### config.mk
export PLATFORM = sky130hd
export DESIGN_NAME = axi_vga_capture
export DESIGN_NICKNAME = d
export VERILOG_FILES = /design/src/rtl/axi_vga_capture_pkg.sv /design/src/rtl/axi_vga_capture_packer.sv /design/src/rtl/axi_vga_capture.sv
export SDC_FILE = /design/constraint.sdc
export NUM_CORES = 2
export LEC_CHECK = 0
export ABC_AREA = 1
export BUFFER_PORTS_ARGS = -buffer_cell sky130_fd_sc_hd__buf_4
export CORE_ASPECT_RATIO = 1.25
export CORE_MARGIN = 4
export CORE_UTILIZATION = 50
export DETAILED_ROUTE_END_ITERATION = 6
export PLACE_DENSITY = 0.71
export SYNTH_ARGS = -nofsm -noshare
export SYNTH_HDL_FRONTEND = slang
export SYNTH_SLANG_ARGS = --single-unit
### constraint.sdc
create_clock -name clk_i -period 6.1 [get_ports clk_i]
set_input_delay 0.61 -clock clk_i [delete_from_list [all_inputs] [get_ports clk_i]]
set_output_delay 0.61 -clock clk_i [all_outputs]
set_load 0.03 [all_outputs]
### src/rtl/axi_vga_capture_pkg.sv
// Shared types for the VGA capture path: pixel layout, FSM states
// and the AXI4 write-master bundles.
package axi_vga_capture_pkg;

  localparam int unsigned RedW       = 5;
  localparam int unsigned GreenW     = 6;
  localparam int unsigned BlueW      = 5;
  localparam int unsigned PixW       = RedW + GreenW + BlueW;
  localparam int unsigned AddrW      = 64;
  localparam int unsigned DataW      = 64;
  localparam int unsigned StrbW      = DataW / 8;
  localparam int unsigned PixPerWord = DataW / PixW;
  localparam int unsigned FifoD      = 32;

  typedef struct packed {
    logic [RedW-1:0]   r;
    logic [GreenW-1:0] g;
    logic [BlueW-1:0]  b;
  } pix_t;

  typedef enum logic [2:0] {
    F_IDLE,
    F_ARMED,
    F_CAPTURE,
    F_DRAIN,
    F_FLUSH
  } frame_state_e;

  typedef enum logic [1:0] {
    W_IDLE,
    W_AW,
    W_W,
    W_B
  } wr_state_e;

  typedef struct packed {
    logic [3:0]       aw_id;
    logic [AddrW-1:0] aw_addr;
    logic [7:0]       aw_len;
    logic [2:0]       aw_size;
    logic [1:0]       aw_burst;
    logic [3:0]       aw_cache;
    logic [2:0]       aw_prot;
    logic             aw_valid;
    logic [DataW-1:0] w_data;
    logic [StrbW-1:0] w_strb;
    logic             w_last;
    logic             w_valid;
    logic             b_ready;
    logic             ar_valid;
    logic             r_ready;
  } cap_axi_req_t;

  typedef struct packed {
    logic       aw_ready;
    logic       w_ready;
    logic       b_valid;
    logic [1:0] b_resp;
  } cap_axi_resp_t;

endpackage

### src/rtl/axi_vga_capture_packer.sv
// Packs consecutive pixels into one AXI word, pixel 0 in the LSBs.
// The finished word is presented for one cycle after its last pixel.
module axi_vga_capture_packer #(
  parameter int unsigned PixWidth  = 16,
  parameter int unsigned DataWidth = 64
) (
  input  logic                 clk_i,
  input  logic                 rst_ni,
  input  logic                 clr_i,
  input  logic                 pix_valid_i,
  input  logic [PixWidth-1:0]  pix_i,
  output logic                 word_valid_o,
  output logic [DataWidth-1:0] word_o
);

  localparam int unsigned PerWord = DataWidth / PixWidth;

  logic [7:0]           cnt_q;
  logic [DataWidth-1:0] acc_q;
  logic [DataWidth-1:0] acc_d;
  logic [DataWidth-1:0] word_q;
  logic                 vld_q;
  logic                 last;

  assign last = cnt_q == 8'(PerWord - 1);

  always_comb begin
    acc_d = acc_q;
    acc_d[cnt_q*PixWidth +: PixWidth] = pix_i;
  end

  always_ff @(posedge clk_i or negedge rst_ni) begin
    if (!rst_ni) begin
      cnt_q  <= '0;
      acc_q  <= '0;
      word_q <= '0;
      vld_q  <= 1'b0;
    end else if (clr_i) begin
      cnt_q <= '0;
      vld_q <= 1'b0;
    end else begin
      vld_q <= 1'b0;
      if (pix_valid_i) begin
        acc_q <= acc_d;
        if (last) begin
          cnt_q  <= '0;
          word_q <= acc_d;
          vld_q  <= 1'b1;
        end else begin
          cnt_q <= cnt_q + 8'd1;
        end
      end
    end
  end

  assign word_valid_o = vld_q;
  assign word_o       = word_q;

endmodule

### src/rtl/axi_vga_capture.sv
// Captures an RGB video stream and writes whole frames to memory
// as AXI4 INCR bursts, one burst outstanding at a time.
module axi_vga_capture
  import axi_vga_capture_pkg::*;
#(
  parameter int unsigned RedWidth     = RedW,
  parameter int unsigned GreenWidth   = GreenW,
  parameter int unsigned BlueWidth    = BlueW,
  parameter int unsigned AXIAddrWidth = AddrW,
  parameter int unsigned AXIDataWidth = DataW,
  parameter int unsigned AXIStrbWidth = StrbW,
  parameter int unsigned FifoDepth    = FifoD,
  parameter type         axi_req_t    = cap_axi_req_t,
  parameter type         axi_resp_t   = cap_axi_resp_t
) (
  input  logic                    clk_i,
  input  logic                    rst_ni,
  input  logic                    enable_i,
  input  logic [AXIAddrWidth-1:0] start_addr_i,
  input  logic [31:0]             frame_size_i,
  input  logic [7:0]              burst_len_i,
  input  logic                    vsync_i,
  input  logic                    de_i,
  input  logic                    pix_en_i,
  input  logic [RedWidth-1:0]     red_i,
  input  logic [GreenWidth-1:0]   green_i,
  input  logic [BlueWidth-1:0]    blue_i,
  output axi_req_t                axi_req_o,
  input  axi_resp_t               axi_resp_i,
  output logic                    busy_o,
  output logic                    frame_done_o,
  output logic                    overflow_o,
  output logic                    error_o
);

  localparam int unsigned PixWidth = RedWidth + GreenWidth + BlueWidth;
  localparam int unsigned PtrW     = $clog2(FifoDepth);
  localparam int unsigned CntW     = PtrW + 1;
  localparam int unsigned ShAmt    = $clog2(AXIStrbWidth);
  localparam logic [2:0]  AxSize   = 3'(ShAmt);

  if (AXIDataWidth % PixWidth != 0) begin : g_pixw_chk
    $error("AXIDataWidth must be a multiple of the pixel width");
  end

  frame_state_e fs_q;
  wr_state_e    ws_q;

  logic                    vsync_q;
  logic [AXIAddrWidth-1:0] base_q;
  logic [31:0]             fsize_q;
  logic [7:0]              blen_q;
  logic [31:0]             pushed_q;
  logic [31:0]             dropped_q;
  logic [31:0]             widx_q;
  logic                    done_q;
  logic                    ovf_q;
  logic                    err_q;
  logic [AXIAddrWidth-1:0] aw_addr_q;
  logic [7:0]              aw_len_q;
  logic [2:0]              aw_size_q;
  logic [7:0]              wcnt_q;

  logic [AXIDataWidth-1:0] mem_q [FifoDepth];
  logic [PtrW-1:0]         wptr_q;
  logic [PtrW-1:0]         rptr_q;
  logic [CntW-1:0]         cnt_q;

  pix_t                    pix;
  logic                    cap_active;
  logic                    word_vld;
  logic [AXIDataWidth-1:0] word;
  logic                    push_req;
  logic                    push;
  logic                    drop;
  logic                    pop;
  logic                    full;
  logic                    flush;
  logic                    w_valid;
  logic                    vs_rise;
  logic                    arm_go;
  logic                    last_word;
  logic                    drain_done;
  logic                    b_err;
  logic                    issue;
  logic [31:0]             rem;
  logic [31:0]             bl1;
  logic [31:0]             beats;

  assign pix        = '{r: red_i, g: green_i, b: blue_i};
  assign cap_active = (fs_q == F_CAPTURE) && enable_i;
  assign vs_rise    = vsync_i && !vsync_q;
  assign arm_go     = (fs_q == F_ARMED) && enable_i && vs_rise;

  axi_vga_capture_packer #(
    .PixWidth (PixWidth),
    .DataWidth(AXIDataWidth)
  ) u_packer (
    .clk_i       (clk_i),
    .rst_ni      (rst_ni),
    .clr_i       (!cap_active),
    .pix_valid_i (cap_active && de_i && pix_en_i),
    .pix_i       (pix),
    .word_valid_o(word_vld),
    .word_o      (word)
  );

  assign w_valid   = ws_q == W_W;
  assign pop       = w_valid && axi_resp_i.w_ready;
  assign full      = cnt_q == CntW'(FifoDepth);
  assign push_req  = word_vld && cap_active;
  assign push      = push_req && (!full || pop);
  assign drop      = push_req && !push;
  assign flush     = (fs_q == F_FLUSH) && (ws_q == W_IDLE);
  assign last_word = push_req && (pushed_q + 32'd1 == fsize_q);
  assign b_err     = (ws_q == W_B) && axi_resp_i.b_valid
                     && (axi_resp_i.b_resp != 2'b00);

  // Dropped words never reach memory, so the write side only
  // expects the words that were actually stored.
  assign rem   = fsize_q - dropped_q - widx_q;
  assign bl1   = 32'(blen_q) + 32'd1;
  assign beats = (rem < bl1) ? rem : bl1;
  assign issue = (ws_q == W_IDLE) && enable_i
                 && (fs_q == F_CAPTURE || fs_q == F_DRAIN)
                 && (rem != 32'd0) && (32'(cnt_q) >= beats);
  assign drain_done = (ws_q == W_IDLE)
                      && (widx_q == fsize_q - dropped_q);

  always_ff @(posedge clk_i or negedge rst_ni) begin
    if (!rst_ni) begin
      fs_q      <= F_IDLE;
      vsync_q   <= 1'b0;
      base_q    <= '0;
      fsize_q   <= '0;
      blen_q    <= '0;
      pushed_q  <= '0;
      dropped_q <= '0;
      done_q    <= 1'b0;
      ovf_q     <= 1'b0;
      err_q     <= 1'b0;
    end else begin
      vsync_q <= vsync_i;
      done_q  <= 1'b0;
      if (push_req) pushed_q <= pushed_q + 32'd1;
      if (drop) begin
        dropped_q <= dropped_q + 32'd1;
        ovf_q     <= 1'b1;
      end
      if (b_err) err_q <= 1'b1;
      unique case (fs_q)
        F_IDLE: begin
          if (enable_i) begin
            fs_q  <= F_ARMED;
            ovf_q <= 1'b0;
            err_q <= 1'b0;
          end
        end
        F_ARMED: begin
          if (!enable_i) begin
            fs_q <= F_IDLE;
          end else if (vs_rise) begin
            fs_q      <= F_CAPTURE;
            base_q    <= start_addr_i;
            fsize_q   <= frame_size_i;
            blen_q    <= burst_len_i;
            pushed_q  <= '0;
            dropped_q <= '0;
          end
        end
        F_CAPTURE: begin
          if (!enable_i) fs_q <= F_FLUSH;
          else if (last_word) fs_q <= F_DRAIN;
        end
        F_DRAIN: begin
          if (!enable_i) begin
            fs_q <= F_FLUSH;
          end else if (drain_done) begin
            fs_q   <= F_ARMED;
            done_q <= 1'b1;
          end
        end
        F_FLUSH: begin
          if (ws_q == W_IDLE) fs_q <= F_IDLE;
        end
        default: fs_q <= F_IDLE;
      endcase
    end
  end

  always_ff @(posedge clk_i or negedge rst_ni) begin
    if (!rst_ni) begin
      ws_q      <= W_IDLE;
      widx_q    <= '0;
      aw_addr_q <= '0;
      aw_len_q  <= '0;
      aw_size_q <= '0;
      wcnt_q    <= '0;
    end else begin
      unique case (ws_q)
        W_IDLE: begin
          if (arm_go) widx_q <= '0;
          if (issue) begin
            ws_q      <= W_AW;
            aw_addr_q <= base_q
                         + (AXIAddrWidth'(widx_q) << ShAmt);
            aw_len_q  <= 8'(beats - 32'd1);
            aw_size_q <= AxSize;
            widx_q    <= widx_q + beats;
            wcnt_q    <= '0;
          end
        end
        W_AW: begin
          if (axi_resp_i.aw_ready) ws_q <= W_W;
        end
        W_W: begin
          if (pop) begin
            if (wcnt_q == aw_len_q) ws_q <= W_B;
            else wcnt_q <= wcnt_q + 8'd1;
          end
        end
        W_B: begin
          if (axi_resp_i.b_valid) ws_q <= W_IDLE;
        end
        default: ws_q <= W_IDLE;
      endcase
    end
  end

  always_ff @(posedge clk_i or negedge rst_ni) begin
    if (!rst_ni) begin
      wptr_q <= '0;
      rptr_q <= '0;
      cnt_q  <= '0;
    end else if (flush) begin
      wptr_q <= '0;
      rptr_q <= '0;
      cnt_q  <= '0;
    end else begin
      if (push) begin
        wptr_q <= (wptr_q == PtrW'(FifoDepth - 1))
                  ? '0 : wptr_q + 1'b1;
      end
      if (pop) begin
        rptr_q <= (rptr_q == PtrW'(FifoDepth - 1))
                  ? '0 : rptr_q + 1'b1;
      end
      cnt_q <= cnt_q + CntW'(push) - CntW'(pop);
    end
  end

  always_ff @(posedge clk_i) begin
    if (push) mem_q[wptr_q] <= word;
  end

  always_comb begin
    axi_req_o          = '0;
    axi_req_o.aw_valid = ws_q == W_AW;
    axi_req_o.aw_addr  = aw_addr_q;
    axi_req_o.aw_len   = aw_len_q;
    axi_req_o.aw_size  = aw_size_q;
    axi_req_o.aw_burst = (ws_q == W_AW) ? 2'b01 : 2'b00;
    axi_req_o.w_valid  = w_valid;
    axi_req_o.w_data   = w_valid ? mem_q[rptr_q] : '0;
    axi_req_o.w_strb   = w_valid ? '1 : '0;
    axi_req_o.w_last   = w_valid && (wcnt_q == aw_len_q);
    axi_req_o.b_ready  = ws_q == W_B;
  end

  assign busy_o = (fs_q == F_CAPTURE) || (fs_q == F_DRAIN)
                  || (fs_q == F_FLUSH) || (ws_q != W_IDLE);
  assign frame_done_o = done_q;
  assign overflow_o   = ovf_q;
  assign error_o      = err_q;

endmodule
==> results_tabular.tex <==
\begin{tabular}{lr}
\hline
Metric & Value \\
\hline
\multicolumn{2}{l}{\textbf{Logic synthesis}} \\
\quad Simple-gate portion of the synthesized area & 0.1227 \\
\quad Top-area cell type share of the netlist area & 0.5667 \\
\quad Combinational family with the most area after synthesis & compound AO/OA/AOI/OAI gates \\
\quad Cells taking the most area after synthesis & edfxtp\_1, dfrtp\_1, o21ai\_0 \\
\quad Top cells by count, synth & edfxtp\_1, nor2\_1, o21ai\_0, nand2\_1, o22ai\_1 \\
\quad Cell area after synthesis & 108500 um\^{}2 \\
\quad Cell taking the most area after synthesis & edfxtp\_1 \\
\quad Share of the synthesized area in compound gates (AO/OA/AOI/OAI) & 0.1299 \\
\quad Cell count after synthesis & 9852 \\
\quad Xor/xnor share of the synthesized area & 0.01751 \\
\quad Ys async rst share & 0.1778 \\
\quad Primary FF master, synth & edfxtp\_1 \\
\quad Number of different library cells in the post-synthesis netlist & 60 \\
\quad Count leader, synth & edfxtp\_1 \\
\quad Synth warn & 0 \\
\quad Sequential area share after synthesis & 0.6688 \\
\quad Avg Synthesized Cell Area & 11.02 um\^{}2 \\
\quad Flip-flop and latch count after synthesis & 2491 \\
\quad Post-Synth Adder-Cell Area & 0.02006 \\
\quad Number of synthesized flops with an enable pin & 2048 \\
\quad Mux cell area share after synthesis & 0.001476 \\
\multicolumn{2}{l}{\textbf{Min path}} \\
\quad Worst hold path class & primary input to flip-flop \\
\quad Count of cells along the worst hold path & 3 \\
\quad Endpoint with the worst hold slack & fsize\_q[1] \\
\quad Origin of the worst min-delay path & frame\_size\_i[1] \\
\multicolumn{2}{l}{\textbf{Flow run}} \\
\quad Max-cap violations & 0 \\
\multicolumn{2}{l}{\textbf{Drt}} \\
\quad Total via count after detailed routing & 81342 \\
\quad 1st-iter DRT viols & 9709 \\
\quad DRT Pass-1 Iters & 7 \\
\quad Wirelength per Cell & 24.86 um \\
\quad Total length of routed wires & 337.9 mm \\
\quad Post-detailed-route via-to-cell ratio & 5.983 \\
\quad Remaining number of nets flagged by the antenna check after routing & 0 \\
\quad DRC Markers & 3 \\
\multicolumn{2}{l}{\textbf{Timing}} \\
\quad Final Worst Setup Slack & -428.0 ps \\
\quad Hold Violations, Final & 0 \\
\quad Unrepaired setup endpoints after global routing & true \\
\quad Number of max-slew violations in the final report & 28 \\
\quad Max\_slew headroom & -0.008989 \\
\quad Final setup fails & 115 \\
\quad Min Clock Period, post-route & 6528 ps \\
\quad Worst-margin pin slew & 1513 ps \\
\quad WHS & 33.37 ps \\
\quad Worst Clk Skew & 100.9 ps \\
\quad Final worst path period share & 1.070 \\
\quad Max Clk Rate & 0.1532 GHz \\
\quad Setup TNS after final layout & -36430 ps \\
\multicolumn{2}{l}{\textbf{Floorplan}} \\
\quad Initial Util & 0.5044 \\
\quad Floorplan core area & 215100 um\^{}2 \\
\quad Area of the die & 224600 um\^{}2 \\
\quad Die extent in x & 424.7 um \\
\quad Die H & 528.9 um \\
\quad Floorplan row count & 190 \\
\quad Total I/O pin count & 301 \\
\multicolumn{2}{l}{\textbf{Pwr}} \\
\quad Logic pwr share & 0.491 \\
\quad Part of the power in the clock network & 0.215 \\
\quad Internal portion of total power & 41140 uW \\
\quad Leakage power total & 0.05094 uW \\
\quad Cell Pwr Density & 541.9 nW/um\^{}2 \\
\quad VDD IR-drop max & 530.5 uV \\
\quad Net switching power figure & 28430 uW \\
\quad Switching part of the total & 0.4086 \\
\quad Share of power burned in registers & 0.294 \\
\multicolumn{2}{l}{\textbf{Worst setup path}} \\
\quad Element type at the critical path end & flip-flop \\
\quad Worst Path Class, Setup & flip-flop to flip-flop \\
\quad Startpoint of the worst register-to-register path & dropped\_q[0] \\
\quad Required time worst endpoint & 6910 ps \\
\quad Largest fanout on the critical path & 6 \\
\quad Slowest cell on crit path & dfrtp\_1 \\
\quad Worst r2r dst & widx\_q[19] \\
\quad Arrival time at the worst endpoint & 7330 ps \\
\quad Delay contributed by the slowest stage of the critical path & 410 ps \\
\quad Kind of start point of the critical path & flip-flop \\
\quad Number of cells traversed by the worst register-to-register path & 44 \\
\quad Reg-to-reg setup timing slack & -430 ps \\
\multicolumn{2}{l}{\textbf{Outcome}} \\
\quad Result of the run & finished, violations left \\
\quad Violated checks & DRC, slew limit, setup timing \\
\multicolumn{2}{l}{\textbf{Placement}} \\
\quad Final RePlAce weighted congestion & 0.9155 \\
\quad DP HPWL & 195.3 mm \\
\quad Number of I/O port buffers & 285 \\
\multicolumn{2}{l}{\textbf{Clocking}} \\
\quad Register clock-pin slew on the reported worst setup and hold paths & 60 ps \\
\quad Number of buffers created by CTS & 236 \\
\quad TritonCTS clock tree & built \\
\quad Clk sinks & 2491 \\
\quad Clk\_lat worst skew & 960 ps \\
\quad Number of levels the H-tree was split into & 4 \\
\quad Root buffer selected by CTS & clkbuf\_16 \\
\quad Clock Tree Buf Depth & 4 \\
\multicolumn{2}{l}{\textbf{GRT}} \\
\quad Total grt overflow & 0 \\
\quad Overall routing resource usage & 0.2908 \\
\quad First-pass GRT wire length & 495.5 mm \\
\quad Number of global-route vias before repair & 79466 \\
\quad Maximum number of pins on one net before global-route repair & 218 \\
\quad Number of antenna violations at the first check in global routing & 7 \\
\multicolumn{2}{l}{\textbf{Layout}} \\
\quad Ratio of cells with drive above 1 in the final layout & 0.1481 \\
\quad Synth-to-layout area growth & 18.30\% \\
\quad Number of nets in the layout & 10820 \\
\quad Filler cells & 16733 \\
\hline
\end{tabular}
-- power groups by stage --
stage / combinational (uW) / sequential (uW) / clock [uW]
after floorplan: 18800 / 20600 / 0
after global placement: 30600 / 20700 / 0
after detailed placement: 31000 / 20700 / 0
after CTS: 32700 / 20400 / 15100
after global routing: 37400 / 20500 / 15800
final: 34200 / 20400 / 15000
-- worst max-delay path by stage --
stage	start	endpoint	slack [ps]
after floorplan	dropped_q[0]	widx_q[22]	5
after global placement	dropped_q[2]	widx_q[22]	-910
after detailed placement	fsize_q[2]	widx_q[22]	-1070
after CTS	dropped_q[0]	widx_q[23]	-310
after global routing	dropped_q[0]	widx_q[19]	-860
final	dropped_q[0]	widx_q[19]	-430
-- timing repair --
action	in CTS	in global routing
cloned	5	11
pin swaps	85	92
endpoints found under the hold margin	174	0
buffers inserted	46	20
gates resized for setup	152	229
endpoints found under the setup margin	115	115
hold buffers	104	0
-- registers in the layout (all words and copies together) (netlist names), 32 cells and up --
signal / flops
base_q: 64
fsize_q: 32
mem_q: 2048
dropped_q: 32
pushed_q: 32
aw_addr_q: 64
widx_q: 32
u_packer.word_o: 64
u_packer.acc_q: 64
-- routing by layer --
metal / vias to the layer above / GRT usage / routed length (um)
met5: - / 0 / 0
met4: 0 / 0.1578 / 20700
met3: 946 / 0.03871 / 29060
met2: 4347 / 0.4936 / 165800
met1: 39779 / 0.3622 / 122400
li1: 36270 / - / -
-- per-stage QoR --
stage	setup slack [ps]	instance area (um^2)	util	instances	power (uW)
6_report	-428.0	128400	0.5967	13596	69570
5_1_grt	-856.1	128400	0.5967	13595	73730
4_1_cts	-305.5	127100	0.5909	13561	68180
3_5_place_dp	-1069	117100	0.5444	12977	51690
3_3_place_gp	-912.4	117100	0.5444	12977	51300
2_1_floorplan	5.347	108800	-	9888	39330
-- logic make-up (layout without fill, tap and decap cells) --
kind of cell,Yosys count,count (layout)
buf+inv,1082,1905
compound gates,2520,2520
mux,16,16
flops,2491,2491
fa+ha+maj,171,171
other cells,1,42
simple gates,3354,3354
xor+xnor,217,217
-- critical path, delay by kind of cell, from the launching register on --
family,cells,cell delay [ps]
adders and majority gates,4,1120
xor gates and xnor gates,2,330
AOI/OAI and AO/OA,13,1680
buffers and inverters,8,970
DFF,1,410
and+or+nand+nor,17,1940
-- layout by cell type (no fill, tap or decap), types with 22 or more instances in the layout --
cell	Yosys	layout
edfxtp_1	2048	2048
nor2_1	1603	1556
o21ai_0	1540	1494
nand2_1	1356	1253
buf_4	32	743
o22ai_1	515	514
inv_1	498	480
dfrtp_1	443	438
clkbuf_16	0	250
a21oi_1	203	176
nand3_1	168	145
ha_1	166	145
xor2_1	138	131
dlygate4sd3_1	0	104
nor3_1	90	81
nand2_2	5	81
o221ai_1	81	81
buf_12	0	80
xnor2_1	79	74
nand4_1	67	67
o21ai_1	31	52
clkbuf_1	506	48
clkinv_2	0	45
nor2_4	1	44
conb_1	1	37
clkinv_1	2	33
o21ai_2	1	26
bufinv_16	0	26
nand2_4	1	25
a21oi_2	0	25
nor4_1	25	24
o22ai_2	25	22
-- cell type report --
class / count / area (um^2) / area share
clock buffer: 306 / 6432 / 0.05010
multi-input combinational: 6315 / 33440 / 0.2605
sequential: 2491 / 72600 / 0.5655
timing repair buffer: 969 / 8949 / 0.06970
tap: 2880 / 3603 / 0.02807
inverter: 505 / 1943 / 0.01514
clock inverter: 125 / 1396 / 0.01088
antenna: 5 / 12.51 / 0.00009746
Note: power is estimated with default switching activity, not from simulation.
